File: src/rtl/shift_add_mult.sv
// Sequential 4x4 unsigned shift-add multiplier built around one shared
// 4-bit adder; one add-and-shift iteration per CALC cycle, 8-bit result.
module shift_add_mult (
    input  logic       clk,
    input  logic       rst,
    input  logic       start,
    input  logic [3:0] multiplicand,
    input  logic [3:0] multiplier,
    output logic [7:0] product,
    output logic       busy,
    output logic       done
);

    typedef enum logic [1:0] {
        IDLE = 2'd0,
        CALC = 2'd1,
        DONE = 2'd2
    } state_t;

    state_t     state;
    state_t     state_nxt;

    logic [3:0] a;
    logic [3:0] acc;
    logic [3:0] q;
    logic [2:0] cnt;

    logic [4:0] sum;
    logic       c;
    logic [3:0] acc_nxt;
    logic [3:0] q_nxt;
    logic       last;

    // The add carry lands in ACC[3] after the shift, so nothing is lost.
    always_comb begin
        sum     = q[0] ? ({1'b0, acc} + {1'b0, a}) : {1'b0, acc};
        c       = sum[4];
        acc_nxt = {c, sum[3:1]};
        q_nxt   = {sum[0], q[3:1]};
        last    = (cnt == 3'd3);
    end

    always_ff @(posedge clk) begin
        if (rst) begin
            state <= IDLE;
        end else begin
            state <= state_nxt;
        end
    end

    always_comb begin
        state_nxt = state;
        unique case (state)
            IDLE:    state_nxt = start ? CALC : IDLE;
            CALC:    state_nxt = last ? DONE : CALC;
            DONE:    state_nxt = IDLE;
            default: state_nxt = IDLE;
        endcase
    end

    always_comb begin
        busy = (state == CALC);
        done = (state == DONE);
    end

    always_ff @(posedge clk) begin
        if (rst) begin
            a       <= 4'd0;
            acc     <= 4'd0;
            q       <= 4'd0;
            cnt     <= 3'd0;
            product <= 8'd0;
        end else begin
            unique case (state)
                IDLE: begin
                    if (start) begin
                        a   <= multiplicand;
                        q   <= multiplier;
                        acc <= 4'd0;
                        cnt <= 3'd0;
                    end
                end
                CALC: begin
                    acc <= acc_nxt;
                    q   <= q_nxt;
                    cnt <= cnt + 3'd1;
                    if (last) begin
                        product <= {acc_nxt, q_nxt};
                    end
                end
                default: ;
            endcase
        end
    end

endmodule

File: config.mk
export PLATFORM = sky130hd
export DESIGN_NAME = shift_add_mult
export DESIGN_NICKNAME = d
export VERILOG_FILES = /design/src/rtl/shift_add_mult.sv
export SDC_FILE = /design/constraint.sdc
export NUM_CORES = 1
export LEC_CHECK = 0
export BUFFER_PORTS_ARGS = -buffer_cell sky130_fd_sc_hd__buf_4
export CAP_MARGIN = 20
export CORE_MARGIN = 3
export CORE_UTILIZATION = 48
export DETAILED_ROUTE_END_ITERATION = 8
export GPL_TIMING_DRIVEN = 0
export HOLD_SLACK_MARGIN = 0.08
export PLACE_DENSITY_LB_ADDON = 0.25
export RECOVER_POWER = 100
export SLEW_MARGIN = 10
export SYNTH_ARGS = -nofsm -noshare
export SYNTH_HDL_FRONTEND = slang
export SYNTH_SLANG_ARGS = --single-unit
File: constraint.sdc
create_clock -name clk -period 1.53 [get_ports clk]
set_clock_uncertainty 0.1 [all_clocks]
set_input_delay 0.0765 -clock clk [delete_from_list [all_inputs] [get_ports clk]]
set_output_delay 0.0765 -clock clk [all_outputs]
set_load 0.005 [all_outputs]
# Yosys cells after proc, flatten, opt, wreduce, memory -nomap -nowiden
# Index checks and enable logic that the tools add are counted.
# word_totals
reg_bits	25
in_bits	11
output_inout_bits	10
word_cells	27
# classes
addsub	2
eq_ne	4
muxes	10
reduce_logical	5
# ops
operator	count
4-bit one-hot mux with 2 select lines	2
4-bit two-way mux	2
3-bit one-hot mux with 2 select lines	1
2-bit AND reduction	3
4-bit by 4-bit adder with 5-bit output	1
5-bit two-way mux	1
2-bit one-hot mux with 2 select lines	1
3-bit by 1-bit adder with 3-bit output, second input constant	1
3-bit by 2-bit == test with 1-bit output, second input constant	1
3-bit two-way mux	1
2-bit by 1-bit == test with 1-bit output, second input constant	1
2-bit == test, second input constant	1
2-bit logical NOT	1
2-bit two-way mux	1
2-bit != test, second input constant	1
2-bit nonzero test	1
1-bit two-way mux	1

# Logic depth before layout (Yosys ltp)
# Gate-level depths: netlist of the first run.
# logic_depth
ltp_word	3
ltp_mapped	6
ltp_nobuf	6

# Least setup slack after synthesis of the first run
# No wires, ideal clock.
# synth_timing
path_kind	reg2reg
startpoint	register a[0]
endpoint	register acc[3]
setup_time_ns	0.128
arrival_time_ns	1.466
t_required_ns	1.302
slack_ns	-0.163
path_stages_with_launch	7
path_buffers	0
synth_period_minus_slack_ns	1.693
cell_sequence	dfxtp_1 -> ha_1 -> fa_1 -> a21o_1 -> a21o_1 -> a32oi_1 -> nor2_1
# synth_between
elab_chain_len	3
# synth_lines
element	line	rtl
from (decl)	23	logic [3:0] a;
from (signal assigned)	77	a <= multiplicand;
4-bit by 4-bit adder with 5-bit output	36	sum = q[0] ? ({1'b0, acc} + {1'b0, a}) : {1'b0, acc};
5-bit two-way mux	36	
4-bit one-hot mux with 2 select lines	74	unique case (state)
to (signal assigned)	84	acc <= acc_nxt;
to (decl)	24	logic [3:0] acc;
# No other way between the ends.
# A chain may end at the register's enable or synchronous reset.

# Worst setup path after layout of the first run
# layout_timing
startpoint	register acc[3]
endpoint	register acc[2]
# layout_between
elab_chain_len	3
# layout_lines
element	line
4-bit by 4-bit adder with 5-bit output	36
5-bit two-way mux *	36
4-bit one-hot mux with 2 select lines *	74
# Every way passes the cells marked *; elsewhere a longest branch is shown, timed or not.

==> results of run 1 <==
## placed cells by master (no fill, tap or decap)
master and instances:
ha_2 1, o211ai_1 2, or3b_1 1, ha_1 2, nand2b_2 1, a21o_1 2, clkbuf_4 11, nand2b_1 1
buf_4 15, mux2i_1 10, o21ai_0 1, nand2_1 12, inv_1 2, nor2b_1 5, nand3_1 1, nor2_1 20
dfxtp_2 6, a21oi_1 11, nor3_1 3, dlygate4sd3_1 9, dfxtp_1 19, clkinv_2 1, clkbuf_1 4, nor2_4 2
ha_4 3, a31oi_2 1, nand3b_1 4, a211oi_1 6, buf_2 2, o31ai_2 1, xnor2_1 1, inv_2 1
a22oi_1 1, fa_2 1, a32oi_1 1, nor3_2 1
## critical path, delay by kind of cell (launching register included)
family | cells | cell delay (ns)
DFF | 1 | 0.39
AOI/OAI and AO/OA | 2 | 0.35
and+or+nand+nor | 2 | 0.43
adders and majority gates | 1 | 0.31
## cell type report
type	instances	area (µm²)	area share
inverter	3	11.26	0.007264
sequential	25	508.0	0.3277
buffer	7	36.28	0.02341
clock buffer	3	22.52	0.01453
multi-input combinational	95	680.7	0.4391
clock inverter	1	5.005	0.003228
timing repair buffer	31	251.5	0.1622
tap	28	35.03	0.02260
## registers in the layout (all words and copies together), names as in the netlist
name and flops:
q 4, state 2, acc 4, cnt 3, product 8, a 4
## worst max path at each step
stage	start	to	slack, ns	cells past startpoint
floorplan	acc[0]	acc[3]	-0.03	6
global placement	acc[0]	acc[3]	-0.10	6
detailed placement	acc[3]	acc[2]	-0.11	5
CTS	acc[0]	acc[3]	-0.10	6
global route	acc[0]	acc[3]	-0.20	6
finish	acc[3]	acc[2]	-0.12	5
## cell usage after synthesis, types with 3 or more instances
cell	number
nand2_1	12
dfxtp_1	25
clkbuf_1	3
a211oi_1	6
nor2b_1	5
nor3_1	3
a21oi_1	11
nor2_1	20
ha_1	6
nand3b_1	4
mux2i_1	10
## logic make-up after synthesis
| logic type | after synthesis | share of synthesized area |
|---|---|---|
| buf+inv | 10 | 0.04033 |
| simple gates | 51 | 0.2123 |
| compound gates | 26 | 0.1497 |
| fa+ha+maj | 7 | 0.08068 |
| flops | 25 | 0.4246 |
| mux | 10 | 0.08493 |
| xor+xnor | 1 | 0.007432 |
## repair_timing
item                                   CTS  global route
setup endpoints to repair                9            17
endpoints found under the hold margin   11             0
gates resized for setup                  2             5
pin swaps                                1             3
buffers inserted                         1             2
hold buffers                             9             0
## power by group through the flow
| stage | sequential [mW] | clock, mW | combinational (mW) |
|---|---|---|---|
| 3_5_place_dp | 0.712 | 0 | 0.158 |
| 5_1_grt | 0.703 | 0.334 | 0.204 |
| 2_1_floorplan | 0.706 | 0 | 0.113 |
| 4_1_cts | 0.698 | 0.312 | 0.179 |
| 3_3_place_gp | 0.710 | 0 | 0.154 |
| 6_report | 0.699 | 0.297 | 0.184 |
## per-layer routing
| layer | routed length (µm) | GRT usage |
|---|---|---|
| met1 | 1201 | 0.2352 |
| met4 | 48 | 0.08333 |
| met2 | 1190 | 0.2804 |
| met3 | 99 | 0.02336 |
| met5 | 0 | 0 |
==> impl_metrics.yaml, run 1 <==
final_layout:
  drive_gt1_frac: 0.2848
  syn2layout_area_growth_pct: 31.53
  diodes: 0
  fill_cells: 182
  stdcell_area_um2: 1550
  fin_nets: 184
  instances_no_fill: 193
  fin_util: 0.6811
routing:
  dr.pass1.iters: 4
  routed_wirelength_mm: 2.540
  vias: 1020
  viasPerCell: 5.285
  wl_per_cell_um: 13.16
  drt_iter0_markers: 32
  detail-route-antenna-nets: 0
  drc: 0
power_and_ir_drop:
  clkPwrFrac: 0.252
  power_density_nw_per_um2: 760.9
  power_mw: 1.180
  switching_share: 0.2642
  combPwrFrac: 0.156
  p_sw_mw: 0.3117
  seq_power_share: 0.593
  p_leak_nw: 0.6352
  p_int_mw: 0.8679
  vdd.ir_drop.worst_mv: 0.7611
setup_path:
  rr_endpoint: "acc[2]"
  cp-start-kind: "flop"
  r2r_start: "acc[3]"
  max_stage_delay_ns: 0.39
  arrival_ns: 1.79
  crit_fanout: 5
  crit_chain: "ha_4 -> or3b_1 -> a31oi_2 -> nor2_1 -> o31ai_2"
  critPathRequiredTime_ns: 1.67
  reg2reg_slack_ns: -0.12
  reg2reg_depth: 5
  cp_slowest_cell: "dfxtp_1"
  path_class: "reg2reg"
  end_kind: "flop"
global_routing:
  grt.total_usage: 0.1765
  grt_pass1_vias: 977
  grt_pass1_wl_mm: 4.333
  antenna_found_initial: 0
  grt_max_degree: 15
  grt-ovfl-total: 0
timing:
  rsz0062_at_grt: "true"
  whs_ns: 0.1054
  fin_ws_ns: -0.1200
  period_share: 1.078
  final-hold-violation-count: 0
  tns_ns: -0.4706
  period_minus_slack_ns: 1.650
  fmax_mhz: 606.1
  worst_pin_slew_ns: 0.4687
  setup_violations: 8
  slew_viol_final: 0
  max_slew_margin: 0.6875
cts:
  clkTransAtPathRegs_ns: 0.14
  clockBufferDepth: 2
  root_buffer: "clkbuf_4"
  cts_made_buffers: 3
  cts_tree: "done"
  htree_levels: 1
  worstSkewPairLatency_ns: 0.32
  cts.sinks: 25
min_path:
  whs_path_depth: 5
  hp-class: "in2reg"
  min_from: "multiplier[0]"
  min_to: "q[0]"
die:
  ios: 21
  die_h_um: 55.55
  std_cell_rows: 17
  die_width_um: 55.55
  die_area_um2: 3086
  core_area_um2: 2276
  start_util: 0.5179
placement:
  port_buffers: 19
  place_area_um2: 1388
  dp_slack_ns: -0.1086
  dpl.hpwl_mm: 1.837
  gp_congestion: 0.8496
  place_inst: 177
synthesis:
  syn_avg_cell_area_um2: 9.066
  synth_top_cell_area_share: 0.4246
  synth_cell_types: 30
  synthTopCellsByArea: "dfxtp_1 (42%), mux2i_1 (8.5%), ha_1 (6.4%)"
  yosysTopAreaCell: "dfxtp_1"
  ys_ff_latch: 25
  synth_fp_nets: 148
  ys_warn_count: 0
  ys.flop_type: "dfxtp_1"
  ys_seq_area_frac: 0.4246
  synthArstFlopShare: 0
  netlist_area_um2: 1179
  synth_edf_count: 0
  synthCells: 130
flow_run:
  cap_viol_max_count: 0
run_status:
  violations: "setup timing"
  status: "finished with violations"
Note: power is estimated with default switching activity, not from simulation.
==> run 2, diff against run 1 <==
CORE_UTILIZATION = 58   (was 48)
clock period = 2 ns   (was 1.53 ns; I/O delays follow)
==> impl_metrics.yaml, run 2 (synthesis results as in run 1) <==
run_status:
  status: "complete, no violations"
setup_path:
  rr_endpoint: "acc[3]"
  r2r_start: "acc[0]"
  crit_fanout: 3
  cp-start-kind: "flop"
  cp-startpoint: "acc[0]"
  reg2reg_slack_ns: 0.17
  arrival_ns: 1.95
  end_kind: "flop"
  path_class: "reg2reg"
  reg2reg_depth: 6
  critPathRequiredTime_ns: 2.12
die:
  die_width_um: 51.08
  die_h_um: 51.08
  core_area_um2: 1821
  start_util: 0.6474
  die_area_um2: 2609
  std_cell_rows: 15
  ios: 21
final_layout:
  drive_gt1_frac: 0.1605
  layout_common_cells: "dfxtp_1 (25), nor2_1 (22), clkbuf_4 (13)"
  fin_nets: 181
  largest_register_ffs: 8
  diodes: 0
  final_common_cell: "dfxtp_1"
  largest_register: "product"
  fin_util: 0.7959
  stdcell_area_um2: 1449
  syn2layout_area_growth_pct: 22.93
  fill_cells: 136
timing:
  setup_violations: 0
  rsz0062_at_grt: "false"
  max_slew_margin: 0.6390
  tns_ns: 0
  slew_viol_final: 0
  period_share: 0.9140
  final-hold-violation-count: 0
  period_minus_slack_ns: 1.828
  worst_pin_slew_ns: 0.5395
  fmax_mhz: 547.1
placement:
  place_area_um2: 1353
  gp_congestion: 0.8143
  port_buffers: 19
  dpl.hpwl_mm: 1.854
power_and_ir_drop:
  power_density_nw_per_um2: 614.3
  vdd.ir_drop.worst_mv: 0.5027
  p_leak_nw: 0.6180
cts:
  cts_resized: 0
  clockBufferDepth: 2
  cts.sinks: 25
  worstSkewPairLatency_ns: 0.32
  cts_setup_buffers: 0
  hold_buffers: 9
  htree_levels: 1
  cts_made_buffers: 3
  clkTransAtPathRegs_ns: 0.14
  cts_tree: "done"
  root_buffer: "clkbuf_4"
routing:
  drt_iter0_markers: 8
  detail-route-antenna-nets: 0
  wl_per_cell_um: 13.24
  drc: 0
  vias: 984
  viasPerCell: 5.262
  routed_wirelength_mm: 2.476
  dr.pass1.iters: 4
min_path:
  min_from: "multiplier[0]"
  whs_path_depth: 5
  hp-class: "in2reg"
  min_to: "q[0]"
global_routing:
  grt_max_degree: 16
  grt.total_usage: 0.2258
  grt_pass1_vias: 989
  grt_pass1_wl_mm: 4.402
  antenna_found_initial: 0
  grt-ovfl-total: 0
flow_run:
  cap_viol_max_count: 0
==> run 2: through the flow <==
stage          hold WS [ns]  std cells  power (mW)  worst slack (ns)
2_1_floorplan        0.1472        130      0.6226            0.3068
3_3_place_gp         0.2338        174      0.6557            0.2153
6_report             0.1414        187      0.8900            0.1721
4_1_cts              0.1486        187      0.9034            0.1686
3_5_place_dp         0.2462        174      0.6614            0.1945
5_1_grt              0.1775        187      0.9399           0.06678
==> run 2: area by class of cell <==
class,count,area [µm²],share of cell area
flip-flops and latches,25,500.5,0.3454
repair buffers,28,229.0,0.1580
clock inverters,1,7.507,0.005181
clock buffers,3,22.52,0.01554
plain buffers,7,31.28,0.02159
inverters,3,11.26,0.007772
well taps,25,31.28,0.02159
multi-input cells,95,615.6,0.4249
==> run 2: worst max path at each step <==
| stage | end | slack (ns) | cells past startpoint |
|---|---|---|---|
| after CTS | acc[3] | 0.17 | 6 |
| final | acc[3] | 0.17 | 6 |
| after detailed placement | acc[3] | 0.19 | 6 |
| after global placement | acc[3] | 0.22 | 6 |
| after floorplan | acc[3] | 0.31 | 6 |
| after global routing | product[7] | 0.07 | 6 |
==> run 2: per-layer routing <==
metal | up-vias | wire, µm | track usage | part of all wire
li1 | 511 | - | - | -
met5 | - | 0 | 0 | 0
met2 | 26 | 1204 | 0.3970 | 0.49
met3 | 5 | 99 | 0.03499 | 0.040
met1 | 442 | 1133 | 0.2761 | 0.46
met4 | 0 | 39 | 0.08072 | 0.016
==> run 2: worst max-delay path, stage by stage, from the launching register on <==
cell and delay (ns):
dfxtp_1 0.36, ha_1 0.21, fa_1 0.42, a21o_1 0.20
a21o_1 0.19, a32oi_1 0.19, nor2_1 0.05
==> run 2: report_power, final <==
group / total (mW) / leakage (nW) / internal [mW] / switching [mW]
Clock: 0.230 / 0.0139 / 0.0766 / 0.154
Sequential: 0.532 / 0.204 / 0.516 / 0.0160
Combinational: 0.128 / 0.400 / 0.0631 / 0.0648
Total: 0.890 / 0.618 / 0.656 / 0.234
